File: src/rtl/sd_audio_pkg.sv
// Shared types and width helpers for the sigma-delta audio DAC.
// Latency: none (package only).
// Backpressure: none.
package sd_audio_pkg;

    typedef enum logic [1:0] {
        MUTED     = 2'd0,
        RAMP_UP   = 2'd1,
        TRACK     = 2'd2,
        RAMP_DOWN = 2'd3
    } lvl_state_t;

    // Ceiling log2, intended for elaboration-time constants only
    function automatic int clog2(input int v);
        int r;
        r = 0;
        for (int i = 0; i < 31; i++) begin
            if ((1 << i) < v) r = i + 1;
        end
        return r;
    endfunction

    // Mix width: enough headroom that summing NCH channels never overflows
    function automatic int calc_mw(input int in_w, input int nch);
        return in_w + clog2(nch);
    endfunction

    // Midscale of an mw-bit unsigned level
    function automatic int calc_mid(input int mw);
        return 1 << (mw - 1);
    endfunction

endpackage

File: src/rtl/sd_audio_dac_sd_mod.sv
// One sigma-delta modulator turning an MW-bit level into a 1-bit stream.
// Latency: output is registered; runs every clk_i regardless of sample strobes.
// Backpressure: none, free-running.
module sd_mod #(
    parameter int MW    = 8,
    parameter int ORDER = 1
) (
    input  logic          clk_i,
    input  logic          rst_i,
    input  logic [MW-1:0] lvl_i,
    output logic          dout_o
);

    if (ORDER == 1) begin : g_o1
        logic [MW:0] acc_q;
        logic [MW:0] acc_d;

        // Carry out of the phase accumulator is the output bit; the carry is dropped each cycle
        always_comb acc_d = {1'b0, acc_q[MW-1:0]} + {1'b0, lvl_i};

        // Accumulator register
        always_ff @(posedge clk_i or posedge rst_i) begin
            if (rst_i) acc_q <= '0;
            else       acc_q <= acc_d;
        end

        assign dout_o = acc_q[MW];
    end else begin : g_o2
        localparam int IW = MW + 4;
        localparam int SW = IW + 2;
        localparam logic signed [SW-1:0] SMAX = {3'b000, {(IW-1){1'b1}}};
        localparam logic signed [SW-1:0] SMIN = {3'b111, {(IW-1){1'b0}}};

        logic signed [IW-1:0] i1_q, i2_q, i1_d, i2_d;
        logic                 dout_q;
        logic signed [SW-1:0] fb, lvl_s, s1, s2;

        // Integrators clamp at their limits so a rail-level input cannot wrap them
        function automatic logic signed [IW-1:0] sat(input logic signed [SW-1:0] v);
            if (v > SMAX)      return {1'b0, {(IW-1){1'b1}}};
            else if (v < SMIN) return {1'b1, {(IW-1){1'b0}}};
            else               return v[IW-1:0];
        endfunction

        // Two cascaded integrators, both fed back with the full-scale output value
        always_comb begin
            lvl_s = $signed({{(SW-MW){1'b0}}, lvl_i});
            fb    = dout_q ? $signed({{(SW-MW){1'b0}}, {MW{1'b1}}}) : '0;
            s1    = $signed({{2{i1_q[IW-1]}}, i1_q}) + lvl_s - fb;
            i1_d  = sat(s1);
            s2    = $signed({{2{i2_q[IW-1]}}, i2_q}) + $signed({{2{i1_d[IW-1]}}, i1_d}) - fb;
            i2_d  = sat(s2);
        end

        // Integrator and comparator registers
        always_ff @(posedge clk_i or posedge rst_i) begin
            if (rst_i) begin
                i1_q   <= '0;
                i2_q   <= '0;
                dout_q <= 1'b0;
            end else begin
                i1_q   <= i1_d;
                i2_q   <= i2_d;
                dout_q <= ~i2_d[IW-1];
            end
        end

        assign dout_o = dout_q;
    end

endmodule

File: src/rtl/sd_audio_dac.sv
// Multi-channel mixer with per-side attenuation, soft-mute ramp and sigma-delta outputs.
// Latency: inputs reach the level on the same sample_ce that latches them; modulators add one clk.
// Backpressure: none; sample_ce is a strobe and every strobe is consumed.
module sd_audio_dac
    import sd_audio_pkg::*;
#(
    parameter int NCH       = 2,
    parameter int IN_W      = 7,
    parameter int SIGNED_IN = 0,
    parameter int ORDER     = 1,
    parameter int RAMP_STEP = 1
) (
    input  logic                clk_i,
    input  logic                rst_i,
    input  logic                sample_ce,
    input  logic [NCH*IN_W-1:0] ch_i,
    input  logic [NCH-1:0]      route_l,
    input  logic [NCH-1:0]      route_r,
    input  logic [1:0]          vol_l,
    input  logic [1:0]          vol_r,
    input  logic                mute,
    output logic                dac_l_o,
    output logic                dac_r_o,
    output logic                muted_o
);

    localparam int MW = calc_mw(IN_W, NCH);
    localparam logic [MW-1:0]   MID_V   = MW'(calc_mid(MW));
    localparam logic [MW-1:0]   STEP_V  = MW'(RAMP_STEP);
    localparam logic [IN_W-1:0] HALF_IN = {1'b1, {(IN_W-1){1'b0}}};

    logic [NCH*IN_W-1:0] xin, hold_q, hold_d;
    logic [MW-1:0]       mix_l, mix_r;
    logic [MW-1:0]       tgt     [2];
    logic [MW-1:0]       lvl_q   [2];
    lvl_state_t          state_q [2];

    // Two's complement inputs become offset-binary by flipping the sign bit
    for (genvar k = 0; k < NCH; k++) begin : g_in
        if (SIGNED_IN != 0) begin : g_s
            assign xin[k*IN_W +: IN_W] = {~ch_i[k*IN_W+IN_W-1], ch_i[k*IN_W +: IN_W-1]};
        end else begin : g_u
            assign xin[k*IN_W +: IN_W] = ch_i[k*IN_W +: IN_W];
        end
    end

    // The strobe cycle sees the new samples so the level reacts within the same strobe
    assign hold_d = sample_ce ? xin : hold_q;

    // Sample hold registers, parked at per-channel midscale out of reset
    always_ff @(posedge clk_i or posedge rst_i) begin
        if (rst_i) hold_q <= {NCH{HALF_IN}};
        else       hold_q <= hold_d;
    end

    // Unrouted channels contribute midscale so the mix stays centred on MID
    always_comb begin
        mix_l = '0;
        mix_r = '0;
        for (int k = 0; k < NCH; k++) begin
            mix_l = mix_l + (route_l[k] ? MW'(hold_d[k*IN_W +: IN_W]) : MW'(HALF_IN));
            mix_r = mix_r + (route_r[k] ? MW'(hold_d[k*IN_W +: IN_W]) : MW'(HALF_IN));
        end
    end

    // Attenuate about midscale: the signed excursion is shifted, then re-centred
    function automatic logic [MW-1:0] atten(input logic [MW-1:0] mix, input logic [1:0] vol);
        logic signed [MW:0] d;
        d = $signed({1'b0, mix}) - $signed({1'b0, MID_V});
        d = d >>> vol;
        d = d + $signed({1'b0, MID_V});
        return d[MW-1:0];
    endfunction

    assign tgt[0] = atten(mix_l, vol_l);
    assign tgt[1] = atten(mix_r, vol_r);

    function automatic logic near(input logic [MW-1:0] cur, input logic [MW-1:0] goal);
        logic [MW-1:0] diff;
        diff = (goal > cur) ? goal - cur : cur - goal;
        return diff <= STEP_V;
    endfunction

    // One ramp step toward goal, landing exactly on it when within a step
    function automatic logic [MW-1:0] toward(input logic [MW-1:0] cur, input logic [MW-1:0] goal);
        if (near(cur, goal))  return goal;
        else if (goal > cur)  return cur + STEP_V;
        else                  return cur - STEP_V;
    endfunction

    // Per-side level FSM; a mute change always wins over ramp completion on the same strobe
    always_ff @(posedge clk_i or posedge rst_i) begin
        if (rst_i) begin
            for (int s = 0; s < 2; s++) begin
                state_q[s] <= MUTED;
                lvl_q[s]   <= MID_V;
            end
        end else if (sample_ce) begin
            for (int s = 0; s < 2; s++) begin
                case (state_q[s])
                    MUTED: begin
                        if (!mute) begin
                            state_q[s] <= RAMP_UP;
                            lvl_q[s]   <= toward(lvl_q[s], tgt[s]);
                        end
                    end
                    RAMP_UP: begin
                        if (mute) begin
                            state_q[s] <= RAMP_DOWN;
                            lvl_q[s]   <= toward(lvl_q[s], MID_V);
                        end else if (near(lvl_q[s], tgt[s])) begin
                            state_q[s] <= TRACK;
                            lvl_q[s]   <= tgt[s];
                        end else begin
                            lvl_q[s]   <= toward(lvl_q[s], tgt[s]);
                        end
                    end
                    TRACK: begin
                        if (mute) begin
                            state_q[s] <= RAMP_DOWN;
                            lvl_q[s]   <= toward(lvl_q[s], MID_V);
                        end else begin
                            lvl_q[s]   <= tgt[s];
                        end
                    end
                    RAMP_DOWN: begin
                        if (!mute) begin
                            state_q[s] <= RAMP_UP;
                            lvl_q[s]   <= toward(lvl_q[s], tgt[s]);
                        end else if (near(lvl_q[s], MID_V)) begin
                            state_q[s] <= MUTED;
                            lvl_q[s]   <= MID_V;
                        end else begin
                            lvl_q[s]   <= toward(lvl_q[s], MID_V);
                        end
                    end
                    default: begin
                        state_q[s] <= MUTED;
                        lvl_q[s]   <= MID_V;
                    end
                endcase
            end
        end
    end

    assign muted_o = (state_q[0] == MUTED) && (state_q[1] == MUTED);

    sd_mod #(.MW(MW), .ORDER(ORDER)) u_mod_l (
        .clk_i  (clk_i),
        .rst_i  (rst_i),
        .lvl_i  (lvl_q[0]),
        .dout_o (dac_l_o)
    );

    sd_mod #(.MW(MW), .ORDER(ORDER)) u_mod_r (
        .clk_i  (clk_i),
        .rst_i  (rst_i),
        .lvl_i  (lvl_q[1]),
        .dout_o (dac_r_o)
    );

endmodule
File: config.mk
export PLATFORM = sky130hd
export DESIGN_NAME = sd_audio_dac
export DESIGN_NICKNAME = d
export VERILOG_FILES = /design/src/rtl/sd_audio_pkg.sv /design/src/rtl/sd_audio_dac_sd_mod.sv /design/src/rtl/sd_audio_dac.sv
export SDC_FILE = /design/constraint.sdc
export NUM_CORES = 1
export LEC_CHECK = 0
export BUFFER_PORTS_ARGS = -buffer_cell sky130_fd_sc_hd__buf_2
export CORE_ASPECT_RATIO = 0.75
export CORE_UTILIZATION = 45
export CTS_CLUSTER_SIZE = 25
export DETAILED_ROUTE_END_ITERATION = 8
export PLACE_DENSITY_LB_ADDON = 0.12
export SYNTH_ARGS = -nofsm -noshare
export SYNTH_HDL_FRONTEND = slang
export SYNTH_SLANG_ARGS = --single-unit
File: constraint.sdc
create_clock -name clk_i -period 15.1 [get_ports clk_i]
set_clock_uncertainty 0.2 [all_clocks]
set_input_delay 3.02 -clock clk_i [delete_from_list [all_inputs] [get_ports clk_i]]
set_output_delay 3.02 -clock clk_i [all_outputs]
set_load 0.02 [all_outputs]
==> After elaboration in Yosys (flattened, before gate mapping) <==
Cells that the tools add are included.
Widths: inputs -> output; s select.
{ "word_totals": {"ff_bits": 52, "output_inout_bits": 3} }
{ "classes": {"n_addsub": 20, "order_cmp": 8, "eq_ne": 14, "n_shift": 2, "n_mux": 43, "reduce_logical": 7} }
{ "ops": {"columns": ["op", "n"], "rows": [
  ["$mux 8", 24],
  ["$pmux 8 s4", 2],
  ["$le 8x1->1 const B", 4],
  ["$sub 8x8->8", 4],
  ["$mux 7", 4],
  ["$mux 2", 10],
  ["$add 8x8->9", 2],
  ["$sshr 9x2->8", 2],
  ["$sub 8x8->9 const B", 2],
  ["$add 7x7->8", 2],
  ["$add 8x1->8 const B", 2],
  ["$add 8x8->8 const B", 2],
  ["$gt 8x8->1", 2],
  ["$gt 8x8->1 const A", 2],
  ["$pmux 2 s4", 2],
  ["$sub 8x1->8 const B", 2],
  ["$sub 8x8->8 const A", 2],
  ["$sub 8x8->8 const B", 2],
  ["$mux 14", 1],
  ["$ne 3x3->1 const B", 4],
  ["$reduce_and 5->1", 2],
  ["$eq 2x2->1 const B", 4],
  ["$ne 2x2->1 const B", 4],
  ["$eq 2x1->1 const B", 2],
  ["3 further kinds", 5]
]} }

==> Logic depth before layout (Yosys ltp) <==
Gate-level depths: netlist (run 1).
{ "logic_depth": {"ltp_word": 13, "depth_mapped": 26, "depth_no_buf": 22} }

==> Cells and area by module <==
Synthesis (run 1) repeated with hierarchy kept, for this count alone.
{ "unflattened": {"hier_cells": 841, "area_unflattened_um2": 6591.3} }
{ "by_module_without_submodules": {"columns": ["module", "n_inst", "cells_each", "area_per_inst_um2", "seq_area_each_um2"], "rows": [
  ["sd_audio_dac", 1, 743, 5492.8, 855.8],
  ["sd_mod (u_mod_r)", 1, 54, 580.6, 225.2],
  ["sd_mod (u_mod_l)", 1, 44, 518.0, 225.2]
]} }

==> Worst setup path after synthesis (run 1) <==
No wires, ideal clock.
{ "synth_path": {"path_type": "in2reg", "startpoint": "input port sample_ce", "endpoint": "register state_q[1] in the netlist's numbering", "setup_ns": 0.125, "t_arrival_ns": 8.415, "required_ns": 14.775, "setup_slack_ns": 6.360, "cell_stages": 26, "path_cell_list": "clkbuf_1 clkbuf_1 mux2i_1 nor2b_1 ha_1 fa_1 a21o_1 a21oi_1 o21ai_0 or3_1 nand2_1 a21oi_1 mux2i_1 inv_1 ha_1 buf_4 nand4_1 a211oi_1 o22a_1 buf_6 nor4b_1 a21boi_0 o21ai_2 nand2_2 a31oi_2 mux2_2"} }
{ "synth_via": {"elab_chain_cells": 11, "word_cells_on_any_way": 14} }
{ "synth_rtl": {"columns": ["element", "line_no", "source"], "rows": [
  ["from (decl)", "sd_audio_dac.sv:15", "input logic sample_ce,"],
  ["$mux 14", "sd_audio_dac.sv:48", "assign hold_d = sample_ce ? xin : hold_q;"],
  ["$mux 7", "sd_audio_dac.sv:62", "mix_r = mix_r + (route_r[k] ? MW'(hold_d[k*IN_W +: IN_W]) : MW'(HALF_IN));"],
  ["$add 7x7->8", "sd_audio_dac.sv:62", null],
  ["$sub 8x8->9", "sd_audio_dac.sv:69", "d = $signed({1'b0, mix}) - $signed({1'b0, MID_V});"],
  ["$sshr 9x2->8", "sd_audio_dac.sv:70", "d = d >>> vol;"],
  ["$add 8x8->8", "sd_audio_dac.sv:71", "d = d + $signed({1'b0, MID_V});"],
  ["$sub 8x8->8 or $gt 8x8->1 (tied branches)", "sd_audio_dac.sv:80", "diff = (goal > cur) ? goal - cur : cur - goal;"],
  ["$mux 8", "sd_audio_dac.sv:80", null],
  ["$le 8x1->1", "sd_audio_dac.sv:81", "return diff <= STEP_V;"],
  ["$ne 3x3->1 (no line)", null, null],
  ["$reduce_and 5->1 (no line) *", null, null],
  ["to (signal, indexed assignment)", "sd_audio_dac.sv:95", "state_q[s] <= MUTED;"],
  ["to (signal, indexed assignment)", "sd_audio_dac.sv:103", "state_q[s] <= RAMP_UP;"],
  ["to (signal, indexed assignment)", "sd_audio_dac.sv:109", "state_q[s] <= RAMP_DOWN;"],
  ["to (decl)", "sd_audio_dac.sv:36", "lvl_state_t state_q [2];"]
]} }
Every way passes the cells marked *; elsewhere a longest branch is shown, timed or not.
A chain may end at the register's enable or synchronous reset.

==> Worst setup path in the final report (run 1) <==
Same ends and word-level chain as after synthesis.

==> results.txt, run 1 <==
The detailed-router iteration count before antenna repair is 5. The post-detailed-placement cell area is 6970 um2. Buffers added to address setup during post-CTS repair amount to 0. The slowest stage of the critical path is the sky130_fd_sc_hd__ha_1 cell. In this run the worst setup path terminates at state_q[1]$_DFFE_PP0P_. The most common flop cell mapped by yosys is sky130_fd_sc_hd__dfrtp_1. The cell family with the largest share of critical-path delay is compound AO/OA/AOI/OAI gates. Data on the critical path arrives at its endpoint at 8.96 ns.

STA classifies the critical path endpoint as a register. The count of flip-flops with a built-in enable after synthesis came out at 0. The delay of the slowest cell on the worst path is 0.47 ns. The via count of the first global-routing pass came out at 5934. The final setup violation count is 0. The number of nets handed over by synthesis was 946. The clock network power share is 9.4%. The average instance area after synthesis is 7.99 um2. The core region is 14500 um2.

The endpoint identified for the worst register-to-register timing path is state_q[1]$_DFFE_PP0P_. Walking the worst path, the cells encountered are buf_2 -> mux2i_1 -> nor2b_1 -> ha_1 -> fa_1 -> a21o_1 -> a21oi_1 -> o21ai_0 -> or3_1 -> nand2_1 -> a21oi_1 -> mux2i_1 -> inv_1 -> ha_1 -> nand4_1 -> a211oi_1 -> o22a_1 -> nor4b_1 -> a21boi_0 -> o21ai_2 -> nand2_2 -> a31oi_2 -> mux2_2. The fraction of final layout cells with drive strength greater than 1 is 8.28%. The post-route clock period utilization is 59.5%. Setup repair after global routing left no endpoint under its margin. The initial standard-cell utilization of the core came out at 46.3%.

In this run the clock root is driven by a sky130_fd_sc_hd__clkbuf_16. The total DRC errors in the routed layout came out at 0. The sequential fraction of design power came out at 19.8%.

The post-cts gate resize count is 0. The overall track demand over capacity in global routing came out at 25.1%. The number of warning messages in the yosys log is 0. The clock transition at the registers of the reported paths came out at 0.07 ns.

The row count is 38. The maximum number of buffers from clock root to sink came out at 2. The fmax came out at 111 MHz.

The switching share of power came out at 51.5%. The maximum fanout along the worst path came out at 20. During I/O placement, the number of pins put on the boundary was 29. The worst path in the final design needs a cycle of 8.98 ns, including I/O delays and setup. The share of the synthesized area in the top cell type is 17.9%. The floorplan step set the die width to 143 um. The initial antenna violation count is 0. The classification of the worst setup path is input pin to register. Including well taps, the total number of placed cells is 1037. The detailed-route wire length came out at 18600 um. The switching component of the power came out at 0.732 mW.

The sum of internal, switching and leakage power came out at 1.42 mW. The number of failing hold endpoints at the final stage came to 0. The fraction of registers with async set/reset came out at 100%. Sorting the synthesized cells by area gives the leading types as sky130_fd_sc_hd__dfrtp_1 (18%), sky130_fd_sc_hd__ha_1 (14%), sky130_fd_sc_hd__mux2i_1 (6.1%). The critical path runs through a total of 23 cells.

The number of buffers and inverters on the critical path came out at 2. The number of cell instances on the worst register-to-register path is 22. The die extent in y is 108 um. The proportion of synthesized chip area in sequential cells is 19.5%. Summed over all instances, the cell type with the most area after synthesis is sky130_fd_sc_hd__dfrtp_1. At the end of the flow, the number of nets in the layout was 951. The first global-routing pass estimated 30500 um of wire. The internal power of the cells totals 0.688 mW.

In this run the tightest slew margin relative to its limit is 35.3%. After synthesis, the netlist uses 81 different library cells. The setup TNS is 0 ns. The total overflow left after global routing is 0.

Dividing the detail-routed wire length by the instance count gives 17.8 um. The minimum hold slack came out at 0.274 ns. The clock latency on the worst-skew pair came out at 0.30 ns.

The type of the worst min-delay path is register to register. The number of antenna repair diodes is 0. The worst setup path is launched from an input pin. Power spread over the standard cell area amounts to 199 nW/um2. The run finished with clean final reports.

The number of clock sinks is 52. TritonCTS built the clock tree. Across the VDD grid, the largest voltage drop is 88.0 uV. The synthesized area came out at 6710 um2.

The wire-length estimate of the detail-placed layout is 14600 um. The number of synthesized register bits came out at 52. At the worst endpoint, the required time is 15.08 ns. The per-cell via count in the routed design came out at 6.07. The quantity of I/O buffers inserted on ports came out at 28. The final cell count without fillers came out at 1045. The pin slew with the least headroom to its limit is 0.960 ns.

The final instance area is 7130 um2. The share of total power dissipated in combinational logic is 70.8%. The count of nets left with antenna violations after detail routing came out at 0. The detailed router placed 6343 vias in this run. The H-tree depth reported by CTS is 2. At the end of routability-driven placement, the weighted congestion stood at 0.942. The die outline area is 15400 um2.

The number of DRC violations after detailed-routing iteration 0 is 520. The max capacitance violation total is 0. The count of hold-fix buffers inserted at cts is 0. The number of slew-limit violations in the final report came out at 0. The cell count after synthesis came out at 839.

The area overhead of the layout relative to synthesis is 6.34%. The pin count of the biggest net entering global routing is 53. The startpoint identified for the worst register-to-register timing path is hold_q[0]$_DFF_PP0_. The leakage component of the power is 3.27 nW. The minimum setup slack among reg-to-reg paths is 9.07 ns. The number of buffers added by the clock tree synthesis step came out at 5.

Tracing the worst setup path back leads to its startpoint at sample_ce.
[flip-flops by register name (all words and copies together), names as in the netlist]
register,cells
u_mod_r.g_o1.acc_q,9
hold_q,14
state_q,4
u_mod_l.g_o1.acc_q,9
lvl_q,16
[cells in the final DEF (no fill, tap or decap), drive strengths merged, types with 6 or more instances in the layout]
cell type | synthesis | final
o31ai | 7 | 7
inv | 77 | 78
o21bai | 8 | 8
o21a | 8 | 8
nand3 | 18 | 18
clkbuf | 20 | 6
ha | 73 | 73
dfrtp | 48 | 48
nor2b | 37 | 37
nor2 | 67 | 67
o21ai | 47 | 47
fa | 8 | 8
a21o | 16 | 16
xnor2 | 31 | 31
a211oi | 7 | 7
mux2 | 6 | 6
nand2b | 14 | 14
a31oi | 8 | 8
xor2 | 13 | 13
nand4 | 9 | 9
buf | 11 | 29
mux2i | 41 | 41
o211ai | 13 | 13
nor3 | 18 | 18
a21oi | 63 | 63
o22ai | 6 | 6
nand2 | 55 | 55
[layout make-up]
type | count | area (um2)
repair buffers | 29 | 148
fillers | 1396 | 7370
clock buffers | 6 | 129
clock inverters | 2 | 38.8
inverters | 80 | 300
well taps | 200 | 250
flip-flops and latches | 52 | 1310
multi-input cells | 676 | 4960
[worst register-to-register path, stage by stage (launching register included)]
cell	delay [ns]
sky130_fd_sc_hd__dfrtp_1	0.37
sky130_fd_sc_hd__mux2i_1	0.23
sky130_fd_sc_hd__nor2b_1	0.09
sky130_fd_sc_hd__ha_1	0.23
sky130_fd_sc_hd__fa_1	0.40
sky130_fd_sc_hd__a21o_1	0.19
sky130_fd_sc_hd__a21oi_1	0.20
sky130_fd_sc_hd__o21ai_0	0.22
sky130_fd_sc_hd__or3_1	0.37
sky130_fd_sc_hd__nand2_1	0.08
sky130_fd_sc_hd__a21oi_1	0.04
sky130_fd_sc_hd__mux2i_1	0.27
sky130_fd_sc_hd__inv_1	0.08
sky130_fd_sc_hd__ha_1	0.47
sky130_fd_sc_hd__nand4_1	0.18
sky130_fd_sc_hd__a211oi_1	0.24
sky130_fd_sc_hd__o22a_1	0.47
sky130_fd_sc_hd__nor4b_1	0.34
sky130_fd_sc_hd__a21boi_0	0.22
sky130_fd_sc_hd__o21ai_2	0.17
sky130_fd_sc_hd__nand2_2	0.19
sky130_fd_sc_hd__a31oi_2	0.30
sky130_fd_sc_hd__mux2_2	0.36
[metal layers]
layer / vias to the layer above / share of wire (%) / track usage, %
met2: 272 / 41 / 36.0
met1: 3024 / 50 / 38.5
met3: 15 / 8.4 / 4.85
met4: 0 / 0.80 / 4.07
met5: - / 0 / 0
li1: 3032 / - / -
[kinds of logic after synthesis]
logic type               share of synthesized area (%)
AO/OA/AOI/OAI                                     25.9
XOR/XNOR                                          5.75
adder cells (fa/ha/maj)                           16.0
buffers and inverters                             6.57
flip-flops                                        19.5
multiplexers                                      7.46
AND/OR/NAND/NOR                                   18.8
[per-stage QoR]
step	utilization, %	setup WS (ns)
2_1_floorplan	-	6.36
3_3_place_gp	48.0	6.15
3_5_place_dp	48.0	5.91
4_1_cts	49.2	6.19
5_1_grt	49.2	5.49
6_report	49.2	6.12
[worst min-delay path by stage]
stage                               startpoint                              end  slack, ns  depth (start not counted)
2_1_floorplan  u_mod_l.g_o1.acc_q[0]$_DFF_PP0_  u_mod_l.g_o1.acc_q[0]$_DFF_PP0_       0.24                          1
3_3_place_gp   u_mod_r.g_o1.acc_q[0]$_DFF_PP0_  u_mod_r.g_o1.acc_q[0]$_DFF_PP0_       0.25                          1
3_5_place_dp   u_mod_r.g_o1.acc_q[0]$_DFF_PP0_  u_mod_r.g_o1.acc_q[0]$_DFF_PP0_       0.26                          1
4_1_cts        u_mod_l.g_o1.acc_q[0]$_DFF_PP0_  u_mod_l.g_o1.acc_q[0]$_DFF_PP0_       0.28                          1
5_1_grt        u_mod_r.g_o1.acc_q[0]$_DFF_PP0_  u_mod_r.g_o1.acc_q[0]$_DFF_PP0_       0.30                          1
6_report       u_mod_l.g_o1.acc_q[0]$_DFF_PP0_  u_mod_l.g_o1.acc_q[0]$_DFF_PP0_       0.27                          1
[power by group through the flow]
stage          combinational, mW  sequential, mW  clock, mW
6_report                    1.01           0.281      0.134
4_1_cts                    0.989           0.279      0.138
3_3_place_gp               0.972           0.280          0
3_5_place_dp               0.983           0.281          0
5_1_grt                     1.12           0.290      0.142
2_1_floorplan              0.802           0.240          0
[Yosys cell counts (5+ instances only)]
library cell	n
sky130_fd_sc_hd__mux2i_1	41
sky130_fd_sc_hd__nand3_1	18
sky130_fd_sc_hd__a211oi_1	7
sky130_fd_sc_hd__buf_2	7
sky130_fd_sc_hd__xor2_1	13
sky130_fd_sc_hd__nor2b_1	37
sky130_fd_sc_hd__dfrtp_1	48
sky130_fd_sc_hd__fa_1	8
sky130_fd_sc_hd__o21ai_0	45
sky130_fd_sc_hd__o22ai_1	6
sky130_fd_sc_hd__o211ai_1	13
sky130_fd_sc_hd__a32oi_1	5
sky130_fd_sc_hd__a31oi_1	7
sky130_fd_sc_hd__o31ai_1	7
sky130_fd_sc_hd__o21bai_1	8
sky130_fd_sc_hd__nor2_1	66
sky130_fd_sc_hd__nand2b_1	14
sky130_fd_sc_hd__a21oi_1	63
sky130_fd_sc_hd__or3_1	5
sky130_fd_sc_hd__o21a_1	8
sky130_fd_sc_hd__nand2_1	53
sky130_fd_sc_hd__mux2_2	6
sky130_fd_sc_hd__nand4_1	9
sky130_fd_sc_hd__ha_1	73
sky130_fd_sc_hd__a311oi_1	5
sky130_fd_sc_hd__nor3_1	17
sky130_fd_sc_hd__xnor2_1	31
sky130_fd_sc_hd__inv_1	76
sky130_fd_sc_hd__nor3b_1	5
sky130_fd_sc_hd__a21o_1	16
sky130_fd_sc_hd__clkbuf_1	20
sky130_fd_sc_hd__a211o_1	5
(Power assumes the default switching activity.)
==> inputs of run 2 (changes only) <==
==> constraint.sdc (replaced) <==
create_clock -name clk_i -period 7.7 [get_ports clk_i]
set_clock_uncertainty 0.2 [all_clocks]
set_input_delay 1.54 -clock clk_i [delete_from_list [all_inputs] [get_ports clk_i]]
set_output_delay 1.54 -clock clk_i [all_outputs]
set_load 0.02 [all_outputs]
==> run 2 against run 1 <==
Against the previous run: core utilization increased by 0.16 points; global-route usage increased by 0.87 points; critical path depth unchanged.
==> results.txt, run 2 (same netlist as run 1, synthesis figures left out) <==
The setup TNS is 0 ns. The tightest min-delay check is of the register to register type. TritonCTS built the clock tree. The worst slew slack as a fraction of its limit came out at 35.2%. Cells fill 49.3% of the core in the end.

Of the available clock period, the critical path in the final layout requires 95.4%. In this run the most used layer during global routing was met1. The first-pass GRT wire length came out at 31400 um.

The clock network power share came out at 9.4%. The final cell count without fillers came out at 1048. The number of placed instances, taps included is 1040. The final instance area is 7160 um2. The largest registers in the layout are lvl_q: 16 flops, hold_q: 14 flops.

The initial antenna violation count came out at 0. The internal power of the cells came out at 1.36 mW. The final worst-path setup slack came out at 0.354 ns. Using the TritonRoute via totals, the vias-per-cell ratio works out to 5.99.

The maximum fanout along the worst path came out at 11. The maximum number of buffers from clock root to sink came out at 2. The worst hold path stage count came out at 1. Global routing used 5.47% of the available met3 tracks.

The number of slew-limit violations in the final report came out at 0. The required time of the critical path came out at 7.68 ns. The sequential fraction of design power is 19.6%. The later pin in the worst-skew pair is clocked with a latency of 0.30 ns.

The met1 demand-to-capacity share in global routing came out at 41.1%. The number of antenna repair diodes came out at 0. The design draws 2.81 mW. The total via count after detailed routing is 6276. The final setup violation count is 0. The global placement routability congestion is 0.962. The overall track demand over capacity in global routing came out at 26.0%. The total global routing overflow is 0. The fmax came out at 136 MHz.

The initial standard-cell utilization of the core is 46.3%. The worst slack at placement is 0.197 ns. The max capacitance violation total came out at 0. The row count is 38.

After detailed routing, the total wire length is 19000 um. At the end of the flow, the number of nets in the layout was 954. After detailed routing, the average wire length per cell comes to 18.1 um. More flip-flops sit in one register than any other, and that register is lvl_q.

The detailed-router iteration count before antenna repair came out at 5. The area overhead of the layout relative to synthesis is 6.68%. The core region is 14500 um2. The leakage component of the power is 3.28 nW. The post-cts gate resize count is 0.

The tree is rooted in a sky130_fd_sc_hd__clkbuf_16. The count of boundary I/O pins came out at 29. The total DRC errors in the routed layout is 0. The top cell types in the final layout, fill and taps aside, are sky130_fd_sc_hd__inv_1 (75), sky130_fd_sc_hd__ha_1 (73), sky130_fd_sc_hd__nor2_1 (66).

The switching component of the power is 1.45 mW. At the worst endpoint, the arrival time is 7.33 ns. The register with the most flip-flops in the layout has 16 of them. The number of buffers added by the clock tree synthesis step is 5.

The count of hold-fix buffers inserted at cts is 0. The setup path with the least slack is of type input pin to register. Setup repair after global routing left no endpoint under its margin. The clock transition at the registers of the reported paths came out at 0.08 ns.

Entering global routing, the biggest net connects 53 pins. The post-detailed-placement cell area came out at 6990 um2. The library cell used most frequently in the layout, excluding fill and tap cells, is sky130_fd_sc_hd__inv_1. The via count of the first global-routing pass is 5817. The kind of start point of the critical path is an input pin. The clock period could shrink to 7.35 ns. In the final layout, the share of cells above drive strength 1 is 8.61%. The die covers 15400 um2. The number of failing hold endpoints at the final stage came out at 0.

The pin slew with the least headroom to its limit is 0.961 ns. The H-tree depth reported by CTS is 2. The type of destination of the critical path is a register.

Post-CTS timing repair inserted 0 buffers for setup. The number of DRC violations after detailed-routing iteration 0 came out at 492. The quantity of I/O buffers inserted on ports is 28. The switching share of power came out at 51.7%. The tree built by TritonCTS fans out to 52 sinks.

The count of nets left with antenna violations after detail routing came out at 0. The die extent in y is 108 um. The horizontal extent of the die came out at 143 um. The met2 layer usage reported by global route is 35.8%. The peak ir drop on the vdd network came out at 193 uV. The proportion of power drawn by combinational gates is 71.1%. The flow ran to the end, and the final reports show no timing, DRC or antenna violations. Detailed placement finished with a half-perimeter wire length of 15100 um. In this run the power density over the cells is 393 nW/um2. For the worst flop-to-flop path, the logic depth is 22. The minimum hold slack came out at 0.272 ns.
==> run 2: worst paths after layout <==
check                                                      from                         endpoint  slack [ns]
worst max-delay path                                  sample_ce           state_q[1]$_DFFE_PP0P_        0.35
worst min-delay path            u_mod_r.g_o1.acc_q[0]$_DFF_PP0_  u_mod_r.g_o1.acc_q[0]$_DFF_PP0_        0.27
worst max register to register              hold_q[0]$_DFF_PP0_           state_q[1]$_DFFE_PP0P_        1.64
worst min register to register  u_mod_r.g_o1.acc_q[0]$_DFF_PP0_  u_mod_r.g_o1.acc_q[0]$_DFF_PP0_        0.27
max in group asynchronous                                 rst_i              hold_q[5]$_DFF_PP0_        5.59
min in group asynchronous                                 rst_i  u_mod_l.g_o1.acc_q[8]$_DFF_PP0_        1.24
==> run 2: cell type report <==
class / instances / area, um2
clock buffers: 6 / 129
clock inverters: 2 / 38.8
fillers: 1433 / 7350
inverters: 80 / 300
multi-input cells: 676 / 4960
flip-flops and latches: 52 / 1310
well taps: 200 / 250
repair buffers: 32 / 170
==> run 2: power groups by stage <==
stage / Combinational, mW / Sequential, mW / Clock [mW]
6_report: 2.00 / 0.550 / 0.264
5_1_grt: 2.22 / 0.569 / 0.282
4_1_cts: 1.96 / 0.547 / 0.270
3_5_place_dp: 1.95 / 0.551 / 0
3_3_place_gp: 1.92 / 0.546 / 0
2_1_floorplan: 1.57 / 0.471 / 0
==> run 2: worst max-delay path, stage by stage <==
cell	delay, ns
sky130_fd_sc_hd__buf_2	0.29
sky130_fd_sc_hd__mux2i_1	0.36
sky130_fd_sc_hd__nor2b_1	0.09
sky130_fd_sc_hd__ha_1	0.23
sky130_fd_sc_hd__fa_1	0.40
sky130_fd_sc_hd__a21o_1	0.19
sky130_fd_sc_hd__a21oi_1	0.22
sky130_fd_sc_hd__o21ai_0	0.23
sky130_fd_sc_hd__or3_1	0.38
sky130_fd_sc_hd__nand2_1	0.08
sky130_fd_sc_hd__a21oi_1	0.04
sky130_fd_sc_hd__mux2i_1	0.34
sky130_fd_sc_hd__inv_1	0.08
sky130_fd_sc_hd__ha_1	0.48
sky130_fd_sc_hd__nor2_1	0.07
sky130_fd_sc_hd__a221oi_1	0.48
sky130_fd_sc_hd__o2111ai_1	0.18
sky130_fd_sc_hd__nor4b_1	0.33
sky130_fd_sc_hd__a21boi_0	0.22
sky130_fd_sc_hd__o21ai_2	0.21
sky130_fd_sc_hd__nand2_2	0.20
sky130_fd_sc_hd__a31oi_2	0.28
sky130_fd_sc_hd__mux2_2	0.37
==> run 2: metal layers <==
metal / part of all wire, % / routed length, um
met1: 53 / 10000
met2: 39 / 7480
met3: 7.0 / 1320
met4: 0.69 / 130
met5: 0 / 0
==> inputs of run 3 (changes only) <==
--- a/config.mk
+++ b/config.mk
@@ -5,6 +5,7 @@
 export SDC_FILE = /design/constraint.sdc
 export NUM_CORES = 1
 export LEC_CHECK = 0
+export ABC_AREA = 1
 export BUFFER_PORTS_ARGS = -buffer_cell sky130_fd_sc_hd__buf_2
 export CORE_ASPECT_RATIO = 0.75
 export CORE_UTILIZATION = 45
==> run 3 against run 2 <==
Against the previous run: synthesized cell count is 35% higher; flip-flop and latch count stayed put; core utilization is 0.43 points lower; critical path depth is 7 higher; clock power hardly changed; critical path type unchanged; highest routed layer unchanged.
==> results.txt, run 3 <==
The proportion of synthesized chip area in sequential cells came out at 18.6%. After detailed routing, the number of remaining DRC violations is 0. Global routing finished with a remaining overflow of 0. In the final layout, the registers with the most flip-flops are lvl_q: 16 flops, hold_q: 14 flops.

The row count came out at 39. The gate count after technology mapping came out at 1132. STA puts the critical path data required time at 7.66 ns. For this run, the leading register cell type out of synthesis is sky130_fd_sc_hd__dfrtp_1. The worst setup path is of the input pin to register kind.

The area growth from synthesis to layout is 6.15%. The average instance area after synthesis came out at 6.22 um2. Setup violations remaining at the end of the flow were counted as 0.

The xor/xnor cell area share of the yosys netlist is 5.35%. At the end of the flow the core is filled with cells to 48.9%. The power density over the cells came out at 412 nW/um2. After synthesis, the largest family of logic cells by area is simple AND/OR/NAND/NOR gates. Wire segments on met3 add up to 1810 um in the final route.

The most common cell in the synthesized netlist is sky130_fd_sc_hd__nand2_1. The flip-flop count of the largest register after layout came out at 16. The clock latency on the worst-skew pair came out at 0.30 ns. Counting every net in the synthesized netlist gives 1239. The placeable core area came out at 15300 um2. The library cells used most frequently in the layout, excluding fill and tap cells, are sky130_fd_sc_hd__nand2_1 (336), sky130_fd_sc_hd__inv_1 (175), sky130_fd_sc_hd__nand3_1 (105). The synthesized area is 7040 um2. The wire length on met1 came out at 9960 um. The count of hold-fix buffers inserted at cts is 0. Counting the buffers created by CTS gives 5. The maximum number of buffers from clock root to sink is 2. The area taken by multi-input logic gates is 4880 um2. The post-synthesis share of cell area spent on and, or, nand and nor gates is 35.9%.

The detailed router finished its first iteration with 530 violations. For this run, the total global-route usage over all layers was measured as 24.0%. The post-detailed-placement cell area is 7300 um2. Setup repair after global routing left no endpoint under its margin.

At the pin with the least slew margin, the transition time is 0.693 ns. The clock transition at the registers of the reported paths is 0.07 ns. The flow ran to the end, and the final reports show no timing, DRC or antenna violations. After synthesis, the share of flip-flops with an asynchronous set or reset is 100%. The via count of the first global-routing pass is 6053.

The number of antenna repair diodes is 0. The horizontal extent of the die is 146 um. The setup TNS is 0 ns. The TritonCTS clock tree is built. The number of failing hold endpoints at the final stage was 0. VDD sags by at most 216 uV.

Signal routing reaches up to met4. The maximum fanout along the worst path is 21. Once the clock tree was built, the setup fixing pass inserted 0 buffers. The post-cts gate resize count came out at 0. Yosys attributes the largest share of cell area to sky130_fd_sc_hd__nand2_1 (18%), sky130_fd_sc_hd__dfrtp_1 (17%), sky130_fd_sc_hd__ha_1 (13%). Static timing analysis puts the maximum clock frequency at 148 MHz. Once layout is done, the placed cells without fillers occupy 7470 um2. The fraction of the mapped netlist area in compound gates came out at 12.7%. The fraction of final layout cells with drive strength greater than 1 is 8.83%. The register containing the most flip-flops in the final layout is lvl_q.

The adder-cell area share of the yosys netlist is 15.3%. The sequential cell area in the final layout is 1310 um2. The number of slew-limit violations in the final report is 0. The initial antenna violation count was 0. The leakage component of the power came out at 4.14 nW. The initial standard-cell utilization of the core came out at 46.1%. The type of destination of the critical path is a register. The post-detailed-route wirelength per cell is 14.1 um. The cell type with the highest occurrence count on the critical path is sky130_fd_sc_hd__nand2_1. For the finished layout, the period the worst path requires is 6.75 ns. The post-route clock period utilization came out at 87.7%. The share of synthesized area in the top cell type comes to 17.9%. The slowest stage of the critical path is the sky130_fd_sc_hd__o21ai_2 cell. After detailed routing, the total wire length is 19100 um. At the end of the flow, the number of nets in the layout was 1250. The global placement routability congestion is 0.942. The type of the worst min-delay path is register to register. The first-pass GRT wire length came out at 30800 um. Entering global routing, the biggest net connects 53 pins. The routed length on met2 is 7190 um. The kind of start point of the critical path is an input pin. Measured against its own limit, the worst slew margin works out to 53.8%. Summed over all instances, the cell type with the most area after synthesis is sky130_fd_sc_hd__nand2_1. The portion of netlist area occupied by mux cells came out at 0.142%.

The count of buffers added on input and output ports is 28. The floorplan step set the die height to 110 um. Yosys printed 0 warnings. For the worst setup path, the data arrival time is 6.71 ns. After synthesis, the most frequently instantiated cells are sky130_fd_sc_hd__nand2_1 (336), sky130_fd_sc_hd__inv_1 (176), sky130_fd_sc_hd__nand3_1 (105).

The count of boundary I/O pins came out at 29. The most common cell after layout, fill and taps aside is sky130_fd_sc_hd__nand2_1. The delay of the slowest cell on the worst path came out at 0.47 ns.

Detailed placement ended at an HPWL of 15500 um. The detailed-router iteration count before antenna repair is 5. Yosys mapped a number of flops with a built-in enable equal to 0. The layout has 1578 filler cells. The die covers 16100 um2.

The number of synthesized register bits is 52. In the routed layout, each cell is associated on average with a via count of 5.16. The count of distinct cell types in the synthesized netlist came out at 45. The total via count after detailed routing came out at 6967. The count of nets left with antenna violations once routing finished came out at 0. The H-tree depth reported by CTS came out at 2. The number of clock sinks came out at 52.

The tree is rooted in a sky130_fd_sc_hd__clkbuf_16. The max capacitance violation total came out at 0.
==> run 3: cell types whose count changed after synthesis, sizes merged, moves of 14 or more <==
cell | before | now
xor2 | 13 | 36
xnor2 | 31 | 7
nand2 | 55 | 350
nand2b | 14 | 0
nand3 | 18 | 110
mux2i | 41 | 1
nor2b | 37 | 0
nor2 | 67 | 88
inv | 77 | 182
o21ai | 47 | 69
==> run 3: stage by stage <==
| step | hold WS, ns | setup WS, ns | power, mW | std cells |
|---|---|---|---|---|
| floorplan | 0.243 | 1.85 | 2.31 | 1132 |
| global placement | 0.252 | 0.830 | 2.79 | 1341 |
| detailed placement | 0.260 | 0.695 | 2.78 | 1341 |
| CTS | 0.276 | 0.987 | 3.06 | 1349 |
| global route | 0.296 | 0.297 | 3.45 | 1349 |
| finish | 0.270 | 0.945 | 3.08 | 1349 |
==> run 3: layout make-up <==
type	count	area share [%]
clock buffer	5	1.67
clock inverter	3	0.569
inverter	184	9.24
multi-input combinational	868	65.3
sequential	52	17.5
tap	205	3.43
timing repair buffer	32	2.28
==> run 3: where the power goes <==
group / switching, mW / internal [mW] / total [mW]
combinational: 1.44 / 0.807 / 2.25
sequential: 0.172 / 0.395 / 0.567
clock: 0.108 / 0.153 / 0.261
total: 1.72 / 1.36 / 3.08
==> run 3: worst max-delay path: cells and delay by family <==
family | cells | cell delay, ns
AND/OR/NAND/NOR | 16 | 1.79
buffers and inverters | 4 | 0.88
XOR/XNOR | 1 | 0.20
adder cells (fa/ha/maj) | 3 | 1.06
AO/OA/AOI/OAI | 6 | 1.22
==> run 3: final timing paths <==
kind | start | to | slack, ns | depth (start not counted)
setup / recovery | sample_ce | lvl_q[10]$_DFFE_PP0P_ | 0.95 | 30
hold / removal | u_mod_r.g_o1.acc_q[0]$_DFF_PP0_ | u_mod_r.g_o1.acc_q[0]$_DFF_PP0_ | 0.27 | 1
setup reg to reg | hold_q[0]$_DFF_PP0_ | lvl_q[10]$_DFFE_PP0P_ | 2.64 | 27
hold reg to reg | u_mod_r.g_o1.acc_q[0]$_DFF_PP0_ | u_mod_r.g_o1.acc_q[0]$_DFF_PP0_ | 0.27 | 1
max in group asynchronous | rst_i | lvl_q[2]$_DFFE_PP0P_ | 5.61 | 3
min in group asynchronous | rst_i | hold_q[12]$_DFF_PP0_ | 1.23 | 3
==> run 3: cell families (layout without fill, tap and decap cells) <==
family                     Yosys count  count (layout)
xor gates and xnor gates            43              43
muxes                                1               1
AOI/OAI and AO/OA                  159             159
DFF                                 52              52
adders and majority gates           81              81
and+or+nand+nor                    584             584
buffers and inverters              212             224
==> run 3: routing by layer <==
metal | up-vias | global-route usage [%]
li1 | 3603 | -
met1 | 3120 | 37.5
met2 | 235 | 33.2
met3 | 9 | 5.35
met4 | 0 | 3.87
met5 | - | 0
